[src/rtl/interrupt_controller_if.sv]
// rtl/interrupt_controller_if.sv - CU64 handshake and mask-write bundle for interrupt_controller
//
// Purpose: groups the control-unit side signals of the interrupt controller.
// Ports (signals):
//   int_ack   CU64 -> ctrl  acknowledge pulse
//   iret      CU64 -> ctrl  return-from-interrupt pulse
//   mask_wr   CU64 -> ctrl  mask load strobe
//   mask_din  CU64 -> ctrl  new mask value (bit=1 disables source)
//   intr      ctrl -> CU64  interrupt request
//   int_id    ctrl -> CU64  index of requested/serviced source
//   int_vect  ctrl -> CU64  service vector address
//   busy      ctrl -> CU64  handshake in progress
interface interrupt_controller_if #(
  parameter int NUM_SRC = 4,
  parameter int ID_W    = $clog2(NUM_SRC)
);
  logic               int_ack;
  logic               iret;
  logic               mask_wr;
  logic [NUM_SRC-1:0] mask_din;
  logic               intr;
  logic [ID_W-1:0]    int_id;
  logic [31:0]        int_vect;
  logic               busy;

  modport master (
    output int_ack, iret, mask_wr, mask_din,
    input  intr, int_id, int_vect, busy
  );

  modport slave (
    input  int_ack, iret, mask_wr, mask_din,
    output intr, int_id, int_vect, busy
  );
endinterface

[src/rtl/interrupt_controller.sv]
// rtl/interrupt_controller.sv - edge-triggered priority interrupt controller for CU64
//
// Purpose: latches rising edges on irq_in, applies a mask, picks the lowest
// eligible index and runs the intr / int_ack / iret handshake, one interrupt
// in service at a time.
// Ports:
//   clk      system clock, rising edge
//   reset    asynchronous active-high reset
//   irq_in   raw source lines (rising edge = event)
//   pending  latched-event register, for observation
//   bus      handshake/mask bundle (slave side)
module interrupt_controller #(
  parameter int          NUM_SRC  = 4,
  parameter logic [31:0] VEC_BASE = 32'h0000_0300,
  parameter int          ID_W     = $clog2(NUM_SRC)
) (
  input  logic                         clk,
  input  logic                         reset,
  input  logic [NUM_SRC-1:0]           irq_in,
  output logic [NUM_SRC-1:0]           pending,
  interrupt_controller_if.slave        bus
);

  typedef enum logic [1:0] {IDLE, REQ, SVC} state_t;

  state_t             state, state_n;
  logic [NUM_SRC-1:0] irq_prev;
  logic [NUM_SRC-1:0] mask;
  logic [NUM_SRC-1:0] pend;
  logic [NUM_SRC-1:0] rise;
  logic [NUM_SRC-1:0] eligible;
  logic [NUM_SRC-1:0] clr;
  logic [ID_W-1:0]    int_id_q;
  logic [ID_W-1:0]    sel;
  logic               any_elig;

  assign rise     = irq_in & ~irq_prev;
  assign eligible = pend & ~mask;
  assign any_elig = |eligible;

  // Scan from the top down so the lowest set index is the last one written.
  always_comb begin
    sel = '0;
    for (int i = NUM_SRC - 1; i >= 0; i--) begin
      if (eligible[i]) sel = ID_W'(i);
    end
  end

  // Acknowledge retires the in-flight source's event.
  always_comb begin
    clr = '0;
    if (state == REQ && bus.int_ack) clr[int_id_q] = 1'b1;
  end

  always_comb begin
    state_n = state;
    case (state)
      IDLE:    if (any_elig)    state_n = REQ;
      REQ:     if (bus.int_ack) state_n = SVC;
      SVC:     if (bus.iret)    state_n = IDLE;
      default:                  state_n = IDLE;
    endcase
  end

  always_ff @(posedge clk or posedge reset) begin
    if (reset) state <= IDLE;
    else       state <= state_n;
  end

  always_ff @(posedge clk or posedge reset) begin
    if (reset) begin
      irq_prev <= '0;
      pend     <= '0;
      mask     <= '0;
      int_id_q <= '0;
    end else begin
      irq_prev <= irq_in;
      // A new edge on the source being acked survives the clear.
      pend     <= (pend & ~clr) | rise;
      if (bus.mask_wr) mask <= bus.mask_din;
      // Arbitration sees the mask as it was before this edge.
      if (state == IDLE && any_elig) int_id_q <= sel;
    end
  end

  assign bus.intr     = (state == REQ);
  assign bus.busy     = (state != IDLE);
  assign bus.int_id   = int_id_q;
  assign bus.int_vect = VEC_BASE + (32'(int_id_q) << 2);
  assign pending      = pend;

endmodule

[src/flat_wrapper.sv]
// flat-port wrapper written by rule: the top's interface ports become plain ports
module interrupt_controller_flat 
#(
  parameter int          NUM_SRC  = 4,
  parameter logic [31:0] VEC_BASE = 32'h0000_0300,
  parameter int          ID_W     = $clog2(NUM_SRC)
)
  (clk, reset, irq_in, pending, bus_int_ack, bus_iret, bus_mask_wr, bus_mask_din, bus_intr, bus_int_id, bus_int_vect, bus_busy);
  interrupt_controller_if #(.NUM_SRC(NUM_SRC), .ID_W(ID_W)) bus_i ();
  input  logic clk;
  input  logic reset;
  input  logic [NUM_SRC-1:0] irq_in;
  output logic [NUM_SRC-1:0] pending;
  input wire logic [$bits(bus_i.int_ack)-1:0] bus_int_ack;
  input wire logic [$bits(bus_i.iret)-1:0] bus_iret;
  input wire logic [$bits(bus_i.mask_wr)-1:0] bus_mask_wr;
  input wire logic [$bits(bus_i.mask_din)-1:0] bus_mask_din;
  output wire logic [$bits(bus_i.intr)-1:0] bus_intr;
  output wire logic [$bits(bus_i.int_id)-1:0] bus_int_id;
  output wire logic [$bits(bus_i.int_vect)-1:0] bus_int_vect;
  output wire logic [$bits(bus_i.busy)-1:0] bus_busy;
  assign bus_i.int_ack = bus_int_ack;
  assign bus_i.iret = bus_iret;
  assign bus_i.mask_wr = bus_mask_wr;
  assign bus_i.mask_din = bus_mask_din;
  assign bus_intr = bus_i.intr;
  assign bus_int_id = bus_i.int_id;
  assign bus_int_vect = bus_i.int_vect;
  assign bus_busy = bus_i.busy;
  interrupt_controller #(.NUM_SRC(NUM_SRC), .VEC_BASE(VEC_BASE), .ID_W(ID_W)) u_core (.clk(clk), .reset(reset), .irq_in(irq_in), .pending(pending), .bus(bus_i));
endmodule
[config.mk]
export PLATFORM = sky130hd
export DESIGN_NAME = interrupt_controller_flat
export DESIGN_NICKNAME = d
export VERILOG_FILES = /design/src/rtl/interrupt_controller_if.sv /design/src/rtl/interrupt_controller.sv /design/src/flat_wrapper.sv
export SDC_FILE = /design/constraint.sdc
export NUM_CORES = 1
export LEC_CHECK = 0
export CORE_AREA = 2 2 51 53
export DETAILED_ROUTE_END_ITERATION = 7
export DIE_AREA = 0 0 53 55
export PLACE_DENSITY = 0.82
export SYNTH_ARGS = -nofsm -noshare
export SYNTH_HDL_FRONTEND = slang
export SYNTH_SLANG_ARGS = --single-unit
[constraint.sdc]
create_clock -name clk -period 3.3 [get_ports clk]
set_input_delay 0.66 -clock clk [delete_from_list [all_inputs] [get_ports clk]]
set_output_delay 0.66 -clock clk [all_outputs]
set_load 0.02 [all_outputs]
==> results of run 1 <==
-- final cells by class --
cell class	instances	area, um2
Multi-Input combinational cell	60	334.1
Inverter	7	26.28
Timing Repair Buffer	22	220.2
Clock buffer	4	36.28
Fill cell	224	1310
Sequential cell	16	400.4
Tap cell	30	37.54
-- power by group --
group          switching (mW)  internal [mW]
logic                   0.219          0.186
registers              0.0588          0.249
clock network          0.0576         0.0672
total                   0.336          0.502
-- cell families after synthesis --
| kind of cell | after synthesis | share of synthesized area [%] |
|---|---|---|
| mux | 4 | 4.965 |
| flops | 16 | 44.14 |
| buf+inv | 40 | 30.62 |
| simple gates | 11 | 7.035 |
| other cells | 2 | 0.8279 |
| compound gates | 15 | 12.41 |
-- worst max-delay path: cells and delay by family, from the launching register on --
kind,cells,cell delay [ns]
buffers and inverters,1,0.67
DFF,1,0.44
and+or+nand+nor,1,0.28
-- cell usage in the layout, fill, tap and decap left out, types with 2 or more instances in the layout --
cell,count
mux2_2,4
o21ai_1,2
o21ai_0,5
conb_1,30
nand2b_1,4
nand2_1,2
inv_1,6
dfrtp_1,16
a21oi_2,2
nor2_1,2
o41ai_1,2
clkdlybuf4s50_1,22
clkbuf_4,3
-- per-layer routing --
metal / global-route usage [%] / wire length (um) / vias up
met5: 0 / 0 / -
met4: 7.265 / 39 / 0
met3: 2.151 / 159 / 4
met2: 22.29 / 790 / 44
met1: 9.628 / 454 / 273
li1: - / - / 267
-- worst paths after layout --
kind / from / endpoint / slack, ns
setup / recovery: u_core.state[1]$_DFFE_PP0P_ / bus_busy / 0.97
hold / removal: u_core.irq_prev[1]$_DFF_PP0_ / u_core.pending[1]$_DFF_PP0_ / 0.42
setup reg to reg: u_core.state[1]$_DFFE_PP0P_ / u_core.bus.int_id[1]$_DFFE_PP0P_ / 2.10
hold reg to reg: u_core.irq_prev[1]$_DFF_PP0_ / u_core.pending[1]$_DFF_PP0_ / 0.42
max in group asynchronous: reset / u_core.pending[2]$_DFF_PP0_ / 2.20
min in group asynchronous: reset / u_core.mask[1]$_DFFE_PP0P_ / 0.72
-- registers in the layout, indices dropped and copies added, names as in the netlist --
register / cells
u_core.pending: 4
u_core.bus.int_id: 2
u_core.mask: 4
u_core.state: 2
u_core.irq_prev: 4
-- stage by stage --
stage                     utilization (%)  area (um2)  total power, mW
after CTS                           44.60        1055           0.8436
after global placement              43.07        1018           0.7029
after detailed placement            43.07        1018           0.7175
after floorplan                         -        1012           0.5973
after global routing                44.60        1055           0.8903
final                               44.60        1055           0.8375
==> out/results.txt, run 1 <==
Yosys cell types: 21
ranking of synthesized cells by area: dfrtp_1 44%, buf_4 26%, mux2_2 5.0%
ys async rst share: 100.0%
Fmax achieved: 429.7 MHz
CP peak stage delay: 0.67 ns
pre-CTS setup slack: 1.298 ns
ys flop type: dfrtp_1
largest net degree at the start of global routing: 17
top post-synthesis cells by count: 32 x buf_4, 16 x dfrtp_1, 6 x inv_1
setup ws final: 0.9729 ns
status: finished clean
wire per inst: 10.39 um
setup bufs post-CTS: 0
Worst EP arrival: 1.67 ns
die outline height: 55 um
Worst Reg-to-Reg Cells: 3
Synth area leader: dfrtp_1
crit start category: flop
RSZ-0062 raised after global routing: no
Core Box Area: 0.002365 mm2
FF+latch count, synth: 16
Seq/Total Area, Yosys: 44.14%
die width: 53 um
Reg clk slew, reported paths: 0.09 ns
io pins: 53
Power Dens Cells: 794.0 mW/mm2
CTS resizes: 0
Hold-fix buffers, CTS: 0
Max VDD drop: 0.0004741 V
worst-path fanout max: 7
Antenna Nets Post-Route: 0
EDFF count, synth: 0
Detailed Route WL: 1444 um
Initial Util: 38.36%
Pleak: 0.4976 nW
Hold Path Class: flop to flop
Port Buf Inserts: 22
WHS: 0.4215 ns
ANT cells: 0
CTS Buffer Depth: 2
Non-Filler Instances: 139
Hold Fails Final Rpt: 0
initial antenna violation count: 0
crit path capture type: primary output
Clock Latency Late Sink: 0.28 ns
ratio of cells with drive above 1 in the final layout: 11.93%
Final min period: 2.327 ns
Rel. slew slack: 61.62%
Syn Std Cell Area: 907.1 um2
hold path depth: 1
CTS Buf Count: 3
H-tree depth: 1
vias in the first global route: 534
cell count after placement: 135
CP max stage cell: clkdlybuf4s50_1
routed via count: 588
nets@finish: 123
max-slew violations: 0
first-pass GRT wire length: 2263 um
residual DRC count: 0
crit share post-route: 70.52%
top-area cell type share of the netlist area: 44.14%
max cap viols: 0
most frequent cell after synthesis: buf_4
Syn Area/Cell: 10.31 um2
Worst-Margin Slew: 0.5750 ns
Syn Inst Count: 88
Root Driver: clkbuf_4
Req. time, crit path: 2.64 ns
DR iter-0 viols: 6
CP Cell Sequence: or2_1 > clkdlybuf4s50_1
Fin Clk Skew: 0.006921 ns
Vias/cell: 4.230
GRT Overall Usage: 10.95%
clk sinks: 16
dpl hpwl: 1241 um
critical path class: flop to primary output
Total Neg Setup Slack: 0 ns
Layout area overhead: 16.28%
synth warn: 0
die area: 0.002915 mm2
Overflow after GRT: 0
CTS tree: done
1st-pass router iterations: 2
final setup vio count: 0
Site Rows: 18
gp weighted congestion: 0.7861
(Power assumes the default switching activity.)
==> run 2, diff against run 1 <==
--- a/config.mk
+++ b/config.mk
@@ -5,10 +5,10 @@
 export SDC_FILE = /design/constraint.sdc
 export NUM_CORES = 1
 export LEC_CHECK = 0
-export CORE_AREA = 2 2 51 53
+export CORE_AREA = 2 2 56 58
 export DETAILED_ROUTE_END_ITERATION = 7
-export DIE_AREA = 0 0 53 55
-export PLACE_DENSITY = 0.82
+export DIE_AREA = 0 0 58 60
+export PLACE_DENSITY = 0.72
 export SYNTH_ARGS = -nofsm -noshare
 export SYNTH_HDL_FRONTEND = slang
 export SYNTH_SLANG_ARGS = --single-unit
==> constraint.sdc (replaced) <==
create_clock -name clk -period 2 [get_ports clk]
set_input_delay 0.4 -clock clk [delete_from_list [all_inputs] [get_ports clk]]
set_output_delay 0.4 -clock clk [all_outputs]
set_load 0.02 [all_outputs]
==> out/results.txt, run 2 (synthesized netlist as in run 1, its figures left out) <==
crit path capture type: primary output
Hold-fix buffers, CTS: 0
Final min period: 1.821 ns
max-slew violations: 0
Port Buf Inserts: 22
Site Rows: 20
GRT Overall Usage: 8.551%
crit share post-route: 91.05%
RSZ-0062 raised after global routing: no
Overflow after GRT: 0
Clock Latency Late Sink: 0.28 ns
Worst EP arrival: 1.42 ns
initial antenna violation count: 0
first-pass GRT wire length: 2263 um
die width: 58 um
1st-pass router iterations: 4
reg2reg start: u_core.state[1]$_DFFE_PP0P_
max cap viols: 0
Reg2Reg Setup Slack: 0.78 ns
io pins: 53
Min-Delay Endpoint: u_core.pending[0]$_DFF_PP0_
Rel. slew slack: 60.17%
Tot Pwr: 1.312 mW
DR iter-0 viols: 5
H-tree depth: 1
residual DRC count: 0
Worst-Margin Slew: 0.5968 ns
Vias/cell: 4.135
Initial Util: 31.25%
worst-path fanout max: 7
critical path class: flop to primary output
dpl hpwl: 1203 um
wire per inst: 9.908 um
cell count after placement: 138
Detailed Route WL: 1397 um
CTS tree: done
ANT cells: 0
Hold Fails Final Rpt: 0
fillcell total: 294
die outline height: 60 um
nets@finish: 123
final setup vio count: 0
hold path depth: 1
crit start category: flop
most frequent cells in the layout: 30 x conb_1, 20 x clkdlybuf4s50_1, 16 x dfrtp_1
Root Driver: clkbuf_4
Reg clk slew, reported paths: 0.08 ns
vias in the first global route: 563
setup bufs post-CTS: 0
DP Area: 0.001022 mm2
Multi-input gate area: 334.1 um2
Power Dens Cells: 1254 mW/mm2
Total Neg Setup Slack: 0 ns
Pleak: 0.5016 nW
Req. time, crit path: 1.60 ns
largest net degree at the start of global routing: 17
status: finished clean
gp weighted congestion: 0.6903
worst hold start: u_core.irq_prev[0]$_DFF_PP0_
Fmax achieved: 549.2 MHz
Fin Clk Skew: 0.0003091 ns
Layout area overhead: 15.31%
die area: 0.003480 mm2
ratio of cells with drive above 1 in the final layout: 11.11%
CTS Buffer Depth: 2
commonest non-fill, non-tap cell in the layout: conb_1
Antenna Nets Post-Route: 0
cell area after layout: 0.001046 mm2
Hold Path Class: flop to flop
Core Box Area: 0.002903 mm2
Max VDD drop: 0.0006025 V
routed via count: 583
r2r endpoint: u_core.bus.int_id[1]$_DFFE_PP0P_
Non-Filler Instances: 141
Critical Path Start: u_core.state[1]$_DFFE_PP0P_
clk sinks: 16
post-layout util: 36.03%
Worst Reg-to-Reg Cells: 3
register area: 400.4 um2
CTS Buf Count: 3
==> run 2: per-layer routing <==
metal	GRT usage [%]	part of all wire (%)	vias to the layer above
met5	0	0	-
met4	4.983	1.8	0
met3	1.732	9.7	4
met2	16.72	55	45
met1	8.188	33	268
li1	-	-	266
==> run 2: worst max-delay path by stage <==
stage | to
floorplan | bus_busy
finish | bus_busy
detailed placement | bus_busy
CTS | bus_intr
global placement | bus_busy
global route | bus_busy
==> run 2: what timing repair did <==
item	CTS	global route
gates cloned	0	0
resized for setup	1	1
setup endpoints to repair	1	1
==> run 2: power by group <==
part	internal, mW	total [mW]	leakage, nW	switching (mW)
combinational	0.295	0.650	0.308	0.355
clock	0.0699	0.159	0.0138	0.0894
sequential	0.411	0.503	0.180	0.0915
total	0.776	1.31	0.502	0.535
==> run 2: final cells by class <==
| type | instances | area share (%) |
|---|---|---|
| clock buffers | 3 | 2.153 |
| well taps | 33 | 3.947 |
| multi-input cells | 60 | 31.94 |
| inverters | 7 | 2.512 |
| flip-flops and latches | 16 | 38.28 |
| repair buffers | 22 | 21.17 |
==> run 2: through the flow <==
step           worst slack, ns  hold WS (ns)
2_1_floorplan           0.8243        0.3137
3_3_place_gp            0.2875        0.4012
3_5_place_dp            0.2696        0.4138
4_1_cts                0.03923        0.4253
5_1_grt                 0.1275        0.4339
6_report                0.1791        0.4209
==> run 2: critical path: stages, from the launching register on <==
cell	delay, ns
dfrtp_1	0.43
or2_1	0.34
dlygate4sd2_1	0.36
